$ cat src/rtl/sm_sort_pkg.sv
// Shared types for the sign-magnitude sort sequencer: FSM states and the
// bit positions inside the status word.
package sm_sort_pkg;

    typedef enum logic [1:0] {
        LOAD   = 2'd0,
        SORT   = 2'd1,
        UNLOAD = 2'd2
    } state_e;

    localparam int ST_SORTING = 0;
    localparam int ST_DONE    = 1;
    localparam int ST_SWAP    = 2;
    localparam int ST_DUP     = 3;

endpackage

$ cat src/rtl/sm_lt_cmp.sv
// Combinational sign-magnitude less-than: lt = (a < b), with -0 ordered
// below +0 and raw-identical words never less than each other.
module sm_lt_cmp #(
    parameter int M = 8
) (
    input  logic [M-1:0] a,
    input  logic [M-1:0] b,
    output logic         lt
);

    always_comb begin
        lt = 1'b0;
        if (a == b) begin
            lt = 1'b0;
        end else if (a[M-1] != b[M-1]) begin
            lt = a[M-1];
        end else if (!a[M-1]) begin
            lt = a[M-2:0] < b[M-2:0];
        end else begin
            // Both negative: the larger magnitude is the smaller value.
            lt = a[M-2:0] > b[M-2:0];
        end
    end

endmodule

$ cat src/rtl/sm_sort_sequencer.sv
// Buffers a burst of sign-magnitude words, bubble-sorts it in place with one
// shared comparator (one compare per cycle, early exit), then streams it out.
module sm_sort_sequencer
    import sm_sort_pkg::*;
#(
    parameter int M     = 8,
    parameter int DEPTH = 8
) (
    input  logic                       i_clk,
    input  logic                       i_rst_n,
    input  logic                       i_valid,
    output logic                       o_ready,
    input  logic [M-1:0]               i_data,
    input  logic                       i_last,
    output logic                       o_valid,
    input  logic                       i_ready,
    output logic [M-1:0]               o_data,
    output logic                       o_last,
    output logic [3:0]                 o_status,
    output logic [$clog2(DEPTH+1)-1:0] o_count
);

    localparam int CW = $clog2(DEPTH + 1);
    localparam int IW = $clog2(DEPTH);

    state_e        state_q;
    logic [CW-1:0] count_q;
    logic [CW-1:0] pass_q;
    logic [IW-1:0] j_q;
    logic [IW-1:0] rd_q;
    logic          passSwap_q;
    logic          swapSeen_q;
    logic          dupSeen_q;
    logic [M-1:0]  buf_q [DEPTH];

    logic [IW-1:0] jNext;
    logic [M-1:0]  cmpLo;
    logic [M-1:0]  cmpHi;
    logic          hiLtLo;
    logic          cmpEn;
    logic          swapNow;
    logic          dupNow;
    logic          passEnd;
    logic          lastPass;
    logic          accept;
    logic          loadDone;
    logic          unloadLast;
    logic          handshake;

    assign jNext = j_q + IW'(1);
    assign cmpLo = buf_q[j_q];
    assign cmpHi = buf_q[jNext];

    sm_lt_cmp #(
        .M (M)
    ) uCmp (
        .a  (cmpHi),
        .b  (cmpLo),
        .lt (hiLtLo)
    );

    // A single-word burst spends its one SORT cycle without comparing.
    assign cmpEn      = (state_q == SORT) && (count_q != CW'(1));
    assign swapNow    = cmpEn && hiLtLo;
    assign dupNow     = cmpEn && (cmpHi == cmpLo);
    assign passEnd    = CW'(j_q) == (count_q - CW'(2) - pass_q);
    assign lastPass   = pass_q == (count_q - CW'(2));
    assign accept     = (state_q == LOAD) && i_valid;
    assign loadDone   = accept && (i_last || (count_q == CW'(DEPTH - 1)));
    assign unloadLast = CW'(rd_q) == (count_q - CW'(1));
    assign handshake  = (state_q == UNLOAD) && i_ready;

    // Storage has no reset; the swap write-back lands on the compare cycle.
    always_ff @(posedge i_clk) begin
        if (accept) begin
            buf_q[count_q[IW-1:0]] <= i_data;
        end else if (swapNow) begin
            buf_q[j_q]   <= cmpHi;
            buf_q[jNext] <= cmpLo;
        end
    end

    always_ff @(posedge i_clk or negedge i_rst_n) begin
        if (!i_rst_n) begin
            state_q    <= LOAD;
            count_q    <= '0;
            pass_q     <= '0;
            j_q        <= '0;
            rd_q       <= '0;
            passSwap_q <= 1'b0;
            swapSeen_q <= 1'b0;
            dupSeen_q  <= 1'b0;
        end else begin
            case (state_q)
                LOAD: begin
                    if (accept) begin
                        count_q <= count_q + CW'(1);
                        if (count_q == '0) begin
                            swapSeen_q <= 1'b0;
                            dupSeen_q  <= 1'b0;
                        end
                        if (loadDone) begin
                            state_q    <= SORT;
                            j_q        <= '0;
                            pass_q     <= '0;
                            passSwap_q <= 1'b0;
                        end
                    end
                end
                SORT: begin
                    if (swapNow) swapSeen_q <= 1'b1;
                    if (dupNow)  dupSeen_q  <= 1'b1;
                    if (!cmpEn) begin
                        state_q <= UNLOAD;
                        rd_q    <= '0;
                    end else if (passEnd) begin
                        // A clean pass means sorted; the final pass is reached regardless.
                        if (!(passSwap_q || swapNow) || lastPass) begin
                            state_q <= UNLOAD;
                            rd_q    <= '0;
                        end else begin
                            pass_q     <= pass_q + CW'(1);
                            j_q        <= '0;
                            passSwap_q <= 1'b0;
                        end
                    end else begin
                        j_q        <= jNext;
                        passSwap_q <= passSwap_q || swapNow;
                    end
                end
                UNLOAD: begin
                    if (handshake) begin
                        if (unloadLast) begin
                            state_q <= LOAD;
                            count_q <= '0;
                        end else begin
                            rd_q <= rd_q + IW'(1);
                        end
                    end
                end
                default: state_q <= LOAD;
            endcase
        end
    end

    always_comb begin
        o_status              = 4'b0000;
        o_status[ST_SORTING]  = (state_q == SORT);
        o_status[ST_DONE]     = (state_q == UNLOAD);
        o_status[ST_SWAP]     = swapSeen_q;
        o_status[ST_DUP]      = dupSeen_q;
    end

    assign o_ready = (state_q == LOAD);
    assign o_valid = (state_q == UNLOAD);
    assign o_data  = o_valid ? buf_q[rd_q] : '0;
    assign o_last  = o_valid && unloadLast;
    assign o_count = count_q;

endmodule
$ cat config.mk
export PLATFORM = sky130hd
export DESIGN_NAME = sm_sort_sequencer
export DESIGN_NICKNAME = d
export VERILOG_FILES = /design/src/rtl/sm_sort_pkg.sv /design/src/rtl/sm_lt_cmp.sv /design/src/rtl/sm_sort_sequencer.sv
export SDC_FILE = /design/constraint.sdc
export NUM_CORES = 1
export LEC_CHECK = 0
export CAP_MARGIN = 10
export CORE_UTILIZATION = 40
export DETAILED_ROUTE_END_ITERATION = 10
export PLACE_DENSITY = 0.69
export RECOVER_POWER = 50
export SKIP_LAST_GASP = 1
export SLEW_MARGIN = 20
export SYNTH_ARGS = -nofsm -noshare
export SYNTH_HDL_FRONTEND = slang
export SYNTH_SLANG_ARGS = --single-unit
$ cat constraint.sdc
create_clock -name i_clk -period 7.4 [get_ports i_clk]
set_input_delay 1.48 -clock i_clk [delete_from_list [all_inputs] [get_ports i_clk]]
set_output_delay 1.48 -clock i_clk [all_outputs]
set_load 0.05 [all_outputs]
* Yosys cells after proc, flatten, opt, wreduce, memory -nomap -nowiden
Memories as Yosys holds them, arrays and structs flattened. Index checks and enable logic that the tools add are counted.
Cells by class: reductions and logical operators 24, muxes and demuxes 54, magnitude comparators 2, add/subtract/negate cells 7, eq/ne operators 23
Operators by type and width (count):
- $mux 3 | 11
- $mux 4 | 8
- $mux 1 | 18
- $ne 2x1->1 const B | 9
- $mux 8 | 2
- $pmux 4 s2 | 2
- $mux 2 | 7
- $pmux 3 s2 | 2
- $reduce_and 4->1 | 3
- $reduce_and 6->1 | 2
- $reduce_and 5->1 | 2
- $add 4x1->4 const B | 2
- $eq 3x4->1 | 2
- $eq 8x8->1 | 1
- $reduce_or 8->1 | 1
- $gt 7x7->1 | 1
- $logic_and 1x1->1 | 7
- $lt 7x7->1 | 1
- $add 3x1->3 const B | 2
- $ne 3x2->1 const B | 2
- $pmux 1 s2 | 3
- $pmux 2 s3 | 1
- $reduce_bool 2->1 | 3
- $eq 4x3->1 const B | 1
- 14 further kinds | 17
Storage, ports and cells: input bits 13, output and inout port bits 19, word-level logic and storage cells 119, register bits after elaboration 19, memories kept 1, bits in writable memories 64
Memories:
- buf_q | depth 8, width 8, read ports 3, clocked after Yosys merged registers in 0, write ports 2, RTL line sm_sort_sequencer.sv:34 | logic [M-1:0] buf_q [DEPTH];

* Depth between registers and ports, before layout
Gate-level depths: netlist of the first run. An unclocked memory read counts as a cell.
depth after elaboration 14, depth in mapped cells 16, gate-level depth less buffers 13

* Cells and area by module
A second synthesis of the first run with hierarchy kept.
Second synthesis, totals: cell total of the unflattened synthesis 490, area, all modules 6206.0 µm²
By module, submodules not included:
- sm_sort_sequencer | sequential area each 2397.3 µm², cells each 462, area each 6009.5 µm², instances 1
- sm_lt_cmp | sequential area each 0.0 µm², cells each 28, area each 196.4 µm², instances 1

* Least setup slack after synthesis of the first run
OpenSTA, ideal clock, no wires.
path type register to register, start point reg j_q[0], end point mem buf_q[2][0], enable pin, arrival 4.228 ns, cell stages (with the launch flop) 16, slack 2.788 ns, buffers on the path 4, required time 7.016 ns, period minus slack after synthesis 4.612 ns, setup time 0.384 ns, cell sequence dfrtp_1 > buf_2 > buf_1 > clkbuf_1 > mux4_2 > mux2i_1 > inv_1 > ha_1 > nand4_1 > nor2_1 > or2_2 > a21o_1 > o22ai_2 > buf_4 > a32oi_1 > o21ai_0
RTL lines:
- from (decl) | RTL line sm_sort_sequencer.sv:29 | logic [IW-1:0] j_q;
- from (signal assigned) | RTL line sm_sort_sequencer.sv:127 | j_q <= jNext;
- to (decl) | RTL line sm_sort_sequencer.sv:34

==> flow_metrics.tcl, run 1 <==
set metrics [dict create \
    ys_warn_count 0 \
    grt_pass1_vias 4528 \
    tritoncts "done" \
    io_pins 32 \
    finalNetCount 550 \
    synthAdderAreaFrac 0.04424 \
    die_h_um 125.6 \
    synth_simple_gate_area_frac 0.08132 \
    synthCells 487 \
    drc 4 \
    area_growth_pct 12.93 \
    die_area_sq_mm 0.01577 \
    clk_latency_ps 360 \
    clock_path_buffers 2 \
    postSynthNetCount 521 \
    gp_congestion 0.8679 \
    grt_pass1_wl_mm 25.94 \
    synth_xor_area_frac 0.02274 \
    cp_max_fo 13 \
    avgSynthCellArea_sq_um 12.54 \
    fin_crit_ps 6177 \
    dpl.hpwl_mm 11.38 \
    fin_area_sq_mm 0.006898 \
    antenna_left 0 \
    io_buffers 31 \
    worstPathArrival_ps 6240 \
    synth_top_family_by_area "multiplexers" \
    met2_usage 0.3618 \
    clock_sinks 83 \
    yosys-mux-area-fraction 0.3449 \
    end_kind "flop" \
    synth_area_sq_mm 0.006108 \
    hp-class "reg2reg" \
    slew_viol_final 0 \
    final.setup_skew_ps 9.821 \
    cts_inserted_buffers 9 \
    viasPerCell 6.169 \
    synthArstFlopShare 0.2289 \
    fin_crit_sh 0.8348 \
    ctsHoldBuffers 0 \
    synth_edf_count 64 \
    cts_setup_buffers 0 \
    ys.flop_type "edfxtp_1" \
    drt_wl_total_mm 16.54 \
    drtPass1Iterations 9 \
    grt_max_degree 23 \
    grt_use_met1 0.2856 \
    holdWs_ps 478.1 \
    yosysUniqueCellTypes 59 \
    avgRoutedWirePerCell_um 23.46 \
    ys_seq_area_frac 0.3925 \
    cts-root-buf "clkbuf_16" \
    fmax_ghz 0.1619 \
    setup_viol 0 \
    tightest_slew_ps 1116 \
    grt-ovfl-total 0 \
    cap_violations 0 \
    setup.worst_path.class "reg2reg" \
    antenna_found_initial 0 \
    status "finished with violations" \
    rsz0062_at_grt "false" \
    slew_headroom 0.2562 \
    fillerInstances 1311 \
    use_met3 0.04964 \
    htreeDepth 3 \
    synth_compound_area_frac 0.06944 \
    antenna_cells 0 \
    startpoint_type "flop" \
    synth-seq-cells 83 \
    cts_resized 0 \
    num_rows 44 \
    busiest_layer "met2" \
    core_area_sq_mm 0.01470 \
    worst-endpoint-required_ps 7460 \
    grtUsageTotal 0.2210 \
    first_iter_violations 341 \
    dpl-instance-area_sq_mm 0.006643 \
    tns_ps 0 \
    hold_violations 0 \
    layout-drive-gt1-share 0.1766 \
    die_x_um 125.6 \
    initial_core_util 0.4156 \
    clkTransAtPathRegs_ps 70 \
    num_vias 4349 \
    violations "design-rule violations" \
]
==> Yosys cell counts, drive strengths merged (2+ instances only) <==
library cell | n | area, sq um
a2111o | 2 | 22.52
a21boi | 2 | 18.77
a21o | 6 | 45.04
a21oi | 8 | 40.04
a311o | 2 | 20.02
a31oi | 3 | 18.77
and2 | 3 | 18.77
and3 | 5 | 31.28
buf | 23 | 142.6
clkbuf | 10 | 37.54
dfrtp | 19 | 475.5
edfxtp | 64 | 1922
ha | 20 | 250.2
inv | 24 | 90.09
mux2 | 4 | 60.06
mux2i | 92 | 962.2
mux4 | 48 | 1085
nand2 | 39 | 146.4
nand2b | 6 | 37.54
nand3 | 13 | 65.06
nand4 | 5 | 31.28
nor2 | 25 | 93.84
nor2b | 3 | 18.77
nor3 | 3 | 20.02
nor4 | 3 | 18.77
o211ai | 2 | 15.01
o21ai | 13 | 65.06
o21bai | 4 | 30.03
o22ai | 3 | 25.02
o41ai | 2 | 17.52
xnor2 | 8 | 70.07
xor2 | 7 | 68.82
==> worst paths after layout <==
path | start | end | slack (ps) | depth (start not counted)
setup / recovery | j_q[1]$_DFFE_PN0P_ | buf_q[3][6]$_DFFE_PP_ | 1220 | 13
hold / removal | swapSeen_q$_DFFE_PN0P_ | swapSeen_q$_DFFE_PN0P_ | 480 | 2
setup reg to reg | j_q[1]$_DFFE_PN0P_ | buf_q[3][6]$_DFFE_PP_ | 1220 | 13
hold reg to reg | swapSeen_q$_DFFE_PN0P_ | swapSeen_q$_DFFE_PN0P_ | 480 | 2
max in group asynchronous | i_rst_n | j_q[0]$_DFFE_PN0P_ | 5060 | 1
min in group asynchronous | i_rst_n | j_q[1]$_DFFE_PN0P_ | 1720 | 1
==> metal layers <==
layer | vias to the layer above | wire length, um
met4 | 0 | 463
met2 | 169 | 7928
met1 | 2217 | 7152
met5 | - | 0
li1 | 1933 | -
met3 | 30 | 995
==> cell families (layout without fill, tap and decap cells) <==
group,after synthesis,in the layout
simple gates,107,107
xor+xnor,15,15
buf+inv,58,92
flops,83,83
compound gates,59,59
fa+ha+maj,21,21
mux,144,144
==> critical path, cell delays in order, from the launching register on <==
cell and delay (ps):
dfrtp_1 740, clkbuf_1 830, mux4_2 600, mux2i_1 630, ha_1 380, o21ai_0 170
a21oi_1 80, o21ai_0 380, a21boi_2 150, o22a_1 300, nor4_1 210, clkbuf_1 740
o21bai_1 350, buf_4 280
==> cell type report <==
class	count	area (sq um)	area share
clock inverters	6	72.57	0.01052
flip-flops and latches	83	2399	0.3477
inverters	25	93.84	0.01360
clock buffers	10	229.0	0.03319
repair buffers	51	437.9	0.06349
well taps	184	230.2	0.03338
multi-input cells	346	3436	0.4981
==> flip-flops by register name, indices dropped and copies added, names as in the netlist <==
signal,count
buf_q,64
o_count,4
pass_q,4
j_q,3
rd_q,3
state_q,2
dupSeen_q,1
passSwap_q,1
swapSeen_q,1
==> cell usage in the layout, fill, tap and decap left out, types with 9 or more instances in the layout <==
| cell type | Yosys | final |
|---|---|---|
| mux2i_1 | 88 | 88 |
| edfxtp_1 | 64 | 64 |
| mux4_2 | 47 | 47 |
| nand2_1 | 39 | 39 |
| nor2_1 | 25 | 25 |
| inv_1 | 24 | 24 |
| dlygate4sd3_1 | 0 | 21 |
| ha_1 | 20 | 20 |
| dfrtp_1 | 19 | 18 |
| buf_4 | 8 | 14 |
| nand3_1 | 13 | 13 |
| o21ai_0 | 11 | 11 |
| clkdlybuf4s50_1 | 0 | 10 |
| clkbuf_16 | 0 | 9 |
==> metrics by stage <==
stage                     utilization  worst slack (ps)  std cells
after floorplan                     -              2788        487
after global placement         0.4517              1830        689
after detailed placement       0.4519              1713        689
after CTS                      0.4724              1677        705
after global routing           0.4693             678.0        705
final                          0.4693              1223        705
Power of run 1 is not shown: default switching activity piles up to over one toggle a cycle in this logic, so the estimate is an artifact.
==> inputs of run 2 (changes only) <==
- PLACE_DENSITY: 0.69 -> 0.71
- clock period: 7.4 -> 5.6 ns (I/O delays scaled with it)
==> run 2 against run 1 <==
The flow still finishes with violations (design-rule violations). Utilization up 0.83 points. Fmax up 29%. Design area up 1.8%. Clock-buffer cell count down 1. Register-to-register slack worse by 420 ps. Final cell count up 2.7%. Sequential cell count unchanged. Non-clock buffer count up 19. Setup slack worse by 420 ps. Via count up 3.9%. Global-route usage up 1.2 points. Clock skew down 2.5 ps. Largest cell class unchanged. Highest routed layer unchanged.
==> flow_metrics.tcl, run 2 (synthesis gave the netlist of run 1 again) <==
set metrics [dict create \
    status "finished with violations" \
    violations "design-rule violations" \
    grt_pass1_vias 4773 \
    worstPathArrival_ps 4860 \
    layout-drive-gt1-share 0.1981 \
    die_x_um 125.6 \
    hold_violations 0 \
    top_register "buf_q" \
    gp_congestion 0.9022 \
    first_iter_violations 452 \
    tightest_slew_ps 1158 \
    fmax_ghz 0.2086 \
    crit_start "j_q[0]$_DFFE_PN0P_" \
    grt-ovfl-total 0 \
    tritoncts "done" \
    multi_input_area_sq_mm 0.003421 \
    drtPass1Iterations 8 \
    die_h_um 125.6 \
    fin_crit_sh 0.8559 \
    hp-class "reg2reg" \
    finalNetCount 569 \
    num_rows 44 \
    grt_pass1_wl_mm 27.14 \
    rsz0062_at_grt "false" \
    clkTransAtPathRegs_ps 70 \
    core_area_sq_mm 0.01470 \
    tns_ps 0 \
    dpl-instance-area_sq_mm 0.006782 \
    initial_core_util 0.4156 \
    slew_headroom 0.2281 \
    dpl.hpwl_mm 12.04 \
    cts-root-buf "clkbuf_16" \
    reg2reg_slack_ps 810 \
    holdWs_ps 509.2 \
    startpoint_type "flop" \
    area_growth_pct 14.91 \
    end_kind "flop" \
    htreeDepth 3 \
    holdCritStartpoint "swapSeen_q$_DFFE_PN0P_" \
    cap_violations 0 \
    slowest_stage "ha_1" \
    layout_setup_ws_ps 806.9 \
    crit_path_max_incr_delay_ps 730 \
    grtUsageTotal 0.2326 \
    io_buffers 31 \
    layout.cells.most_common "mux2i_1" \
    setup.worst_path.class "reg2reg" \
    cp_cell_sequence "ha_1, clkinv_1, clkbuf_1, nand2_1, nand2_1, ha_1, nand2b_1, a21oi_1, o21ai_0, a21boi_0, o22ai_2, nand4_1, clkbuf_1, mux2i_1" \
    antenna_found_initial 0 \
    reg2reg_from "j_q[0]$_DFFE_PN0P_" \
    cts_setup_buffers 0 \
    clk_latency_ps 350 \
    die_area_sq_mm 0.01577 \
    final.setup_skew_ps 7.291 \
    ctsHoldBuffers 0 \
    io_pins 32 \
    slew_viol_final 0 \
    seqCellArea_sq_mm 0.002399 \
    cts_inserted_buffers 9 \
    avgRoutedWirePerCell_um 23.69 \
    largest_reg_flops 64 \
    final_cell_mix "mux2i_1, edfxtp_1, mux4_2" \
    fillerInstances 1269 \
    antenna_left 0 \
    pre_cts_ws_ps 1058 \
    num_vias 4520 \
    drc 3 \
    worst-endpoint-required_ps 5670 \
    grt_max_degree 43 \
    antenna_cells 0 \
    setup_viol 0 \
    drt_wl_total_mm 17.15 \
    viasPerCell 6.243 \
    fin_area_sq_mm 0.007019 \
    clock_path_buffers 2 \
    cp_max_fo 16 \
    fin_crit_ps 4793 \
    cts_resized 0 \
    clock_sinks 83 \
]
[run 2: layout make-up]
cell class / count / share of cell area
inverter: 25 / 0.01337
tap: 184 / 0.03280
clock buffer: 9 / 0.03209
timing repair buffer: 70 / 0.08217
multi-input combinational: 346 / 0.4873
sequential: 83 / 0.3417
clock inverter: 7 / 0.01052
[run 2: layer usage]
layer,up-vias,global-route usage,wire (um)
met3,47,0.05049,1174
met4,0,0.1076,745
li1,1976,-,-
met1,2284,0.3051,7239
met2,213,0.3683,7993
met5,-,0,0
[run 2: final timing paths]
check / to / cells past startpoint
max: buf_q[4][5]$_DFFE_PP_ / 14
min: swapSeen_q$_DFFE_PN0P_ / 2
max reg2reg: buf_q[4][5]$_DFFE_PP_ / 14
min reg2reg: swapSeen_q$_DFFE_PN0P_ / 2
max in group asynchronous: j_q[0]$_DFFE_PN0P_ / 1
min in group asynchronous: state_q[0]$_DFFE_PN0P_ / 1
[run 2: critical path: cells and delay by family (launching register included)]
family | cells | cell delay (ps)
AO/OA/AOI/OAI | 4 | 1270
adder cells (fa/ha/maj) | 2 | 1030
buffers and inverters | 3 | 1150
flip-flops | 1 | 410
multiplexers | 1 | 170
AND/OR/NAND/NOR | 4 | 470
[run 2: stage by stage]
stage          std cells  utilization
3_3_place_gp         708       0.4614
6_report             724       0.4775
4_1_cts              724       0.4817
2_1_floorplan        487            -
5_1_grt              724       0.4775
3_5_place_dp         708       0.4614
Power of run 2 is left out for the same reason.
==> inputs of run 3 (changes only) <==
- PLACE_DENSITY: 0.71 -> 0.69
- clock period: 5.6 -> 5.53 ns (I/O delays scaled with it)
==> run 3 against run 2 <==
First-iteration DRC count is 23% lower. Design area is 0.57% lower. The run still ends with design-rule violations left. Hold slack got worse by 14 ps. Final cell count fell by 1.2%. Wire length down 1.1%. Critical path depth is 1 lower. Clock skew increased by 0.70 ps.
==> flow_metrics.tcl, run 3 (synthesis gave the netlist of run 1 again) <==
set metrics [dict create \
    status "finished with violations" \
    violations "design-rule violations" \
    dpl-instance-area_sq_mm 0.006714 \
    htreeDepth 3 \
    holdPathStages 2 \
    tns_ps 0 \
    startpoint_type "flop" \
    final_cell_mix "mux2i_1, edfxtp_1, mux4_2" \
    cp_max_fo 16 \
    worstPathArrival_ps 4620 \
    first_iter_violations 349 \
    dp_cells 699 \
    drc 4 \
    layout-drive-gt1-share 0.1921 \
    slew_viol_final 0 \
    slew_headroom 0.2625 \
    fin_area_sq_mm 0.006979 \
    core_area_sq_mm 0.01470 \
    clk_latency_ps 350 \
    initial_core_util 0.4156 \
    dpl.hpwl_mm 11.44 \
    hold_violations 0 \
    cts-root-buf "clkbuf_16" \
    tightest_slew_ps 1106 \
    avgRoutedWirePerCell_um 23.73 \
    drtPass1Iterations 8 \
    cts_resized 0 \
    cts_setup_buffers 0 \
    final_cells 715 \
    viasPerCell 6.185 \
    rsz0062_at_grt "false" \
    clkTransAtPathRegs_ps 60 \
    fmax_ghz 0.2151 \
    tritoncts "done" \
    grt-ovfl-total 0 \
    antenna_left 0 \
    grt_max_degree 43 \
    reg2reg_from "j_q[0]$_DFFE_PN0P_" \
    gp_congestion 0.9234 \
    drt_wl_total_mm 16.97 \
    setup_viol 0 \
    holdCritStartpoint "swapSeen_q$_DFFE_PN0P_" \
    cap_violations 0 \
    hp-class "reg2reg" \
    fin_crit_sh 0.8406 \
    antenna_cells 0 \
    die_area_sq_mm 0.01577 \
    crit_start "j_q[0]$_DFFE_PN0P_" \
    min_to "swapSeen_q$_DFFE_PN0P_" \
    final.setup_skew_ps 7.993 \
    worst-endpoint-required_ps 5500 \
    cp_cell_sequence "ha_1, clkinv_1, nand2_1, nand2_1, ha_1, nand4_1, nor2_1, or2_2, a21o_1, o22ai_1, buf_4, mux2i_1, o21ai_1" \
    setup.worst_path.class "reg2reg" \
    slowest_stage "ha_1" \
    grt_pass1_vias 4620 \
    num_rows 44 \
    crit_path_max_incr_delay_ps 790 \
    antenna_found_initial 0 \
    clock_path_buffers 2 \
    end_kind "flop" \
    fin_crit_ps 4649 \
    finalNetCount 560 \
    io_buffers 31 \
    ff2ff_path_depth 13 \
    cts_inserted_buffers 9 \
    die_h_um 125.6 \
    grtUsageTotal 0.2277 \
    reg2reg_slack_ps 880 \
    io_pins 32 \
    grt_pass1_wl_mm 26.41 \
    area_growth_pct 14.26 \
    largest_reg_flops 64 \
    clock_sinks 83 \
    layout.cells.most_common "mux2i_1" \
    top_register "buf_q" \
    ctsHoldBuffers 0 \
    num_vias 4422 \
    worstReg2RegEnd "buf_q[4][0]$_DFFE_PP_" \
    die_x_um 125.6 \
]
## run 3: changes by cell type in the layout (fill, tap and decap cells not counted), moves of 2 or more
cell      before  now
mux2i_1       88   90
mux2_4         2    0
mux2i_4        3    1
clkinv_2       2    0
nor4_1         3    0
clkbuf_1       7    1
mux2_1         2    4
nor4_2         0    3
inv_6          3    1
buf_4         32   30
## run 3: worst max-delay path: cells and delay by family (launching register included)
kind,cells,cell delay (ps)
compound gates,3,1140
fa+ha+maj,2,1110
buf+inv,2,720
flops,1,400
mux,1,100
simple gates,5,790
## run 3: final cells by class
type                            instances  area [sq um]
Clock buffer                           10         229.0
Fill cell                            1298          7720
Clock inverter                          6         87.58
Tap cell                              184         230.2
Inverter                               25         93.84
Sequential cell                        83          2399
Timing Repair Buffer                   61         535.5
Multi-Input combinational cell        346          3405
## run 3: worst max-delay path by stage
stage,end,cells after the start
after global routing,buf_q[4][0]$_DFFE_PP_,13
after CTS,buf_q[4][4]$_DFFE_PP_,13
after detailed placement,buf_q[4][0]$_DFFE_PP_,13
after global placement,buf_q[4][5]$_DFFE_PP_,13
after floorplan,buf_q[2][0]$_DFFE_PP_,15
final,buf_q[4][0]$_DFFE_PP_,13
## run 3: through the flow
stage	hold WS (ps)	setup slack [ps]	util
2_1_floorplan	447.5	917.9	-
3_3_place_gp	498.8	1124	0.4568
3_5_place_dp	485.5	1031	0.4568
4_1_cts	499.2	962.4	0.4783
5_1_grt	545.3	634.0	0.4748
6_report	494.9	881.5	0.4748
## run 3: metal layers
metal  track usage  part of all wire  vias up
met1        0.2881              0.40     2207
met5             0                 0        -
met2        0.3683              0.48      213
met3       0.04878             0.074       45
met4        0.1162             0.040        0
li1              -                 -     1957
Power of run 3 is left out for the same reason.
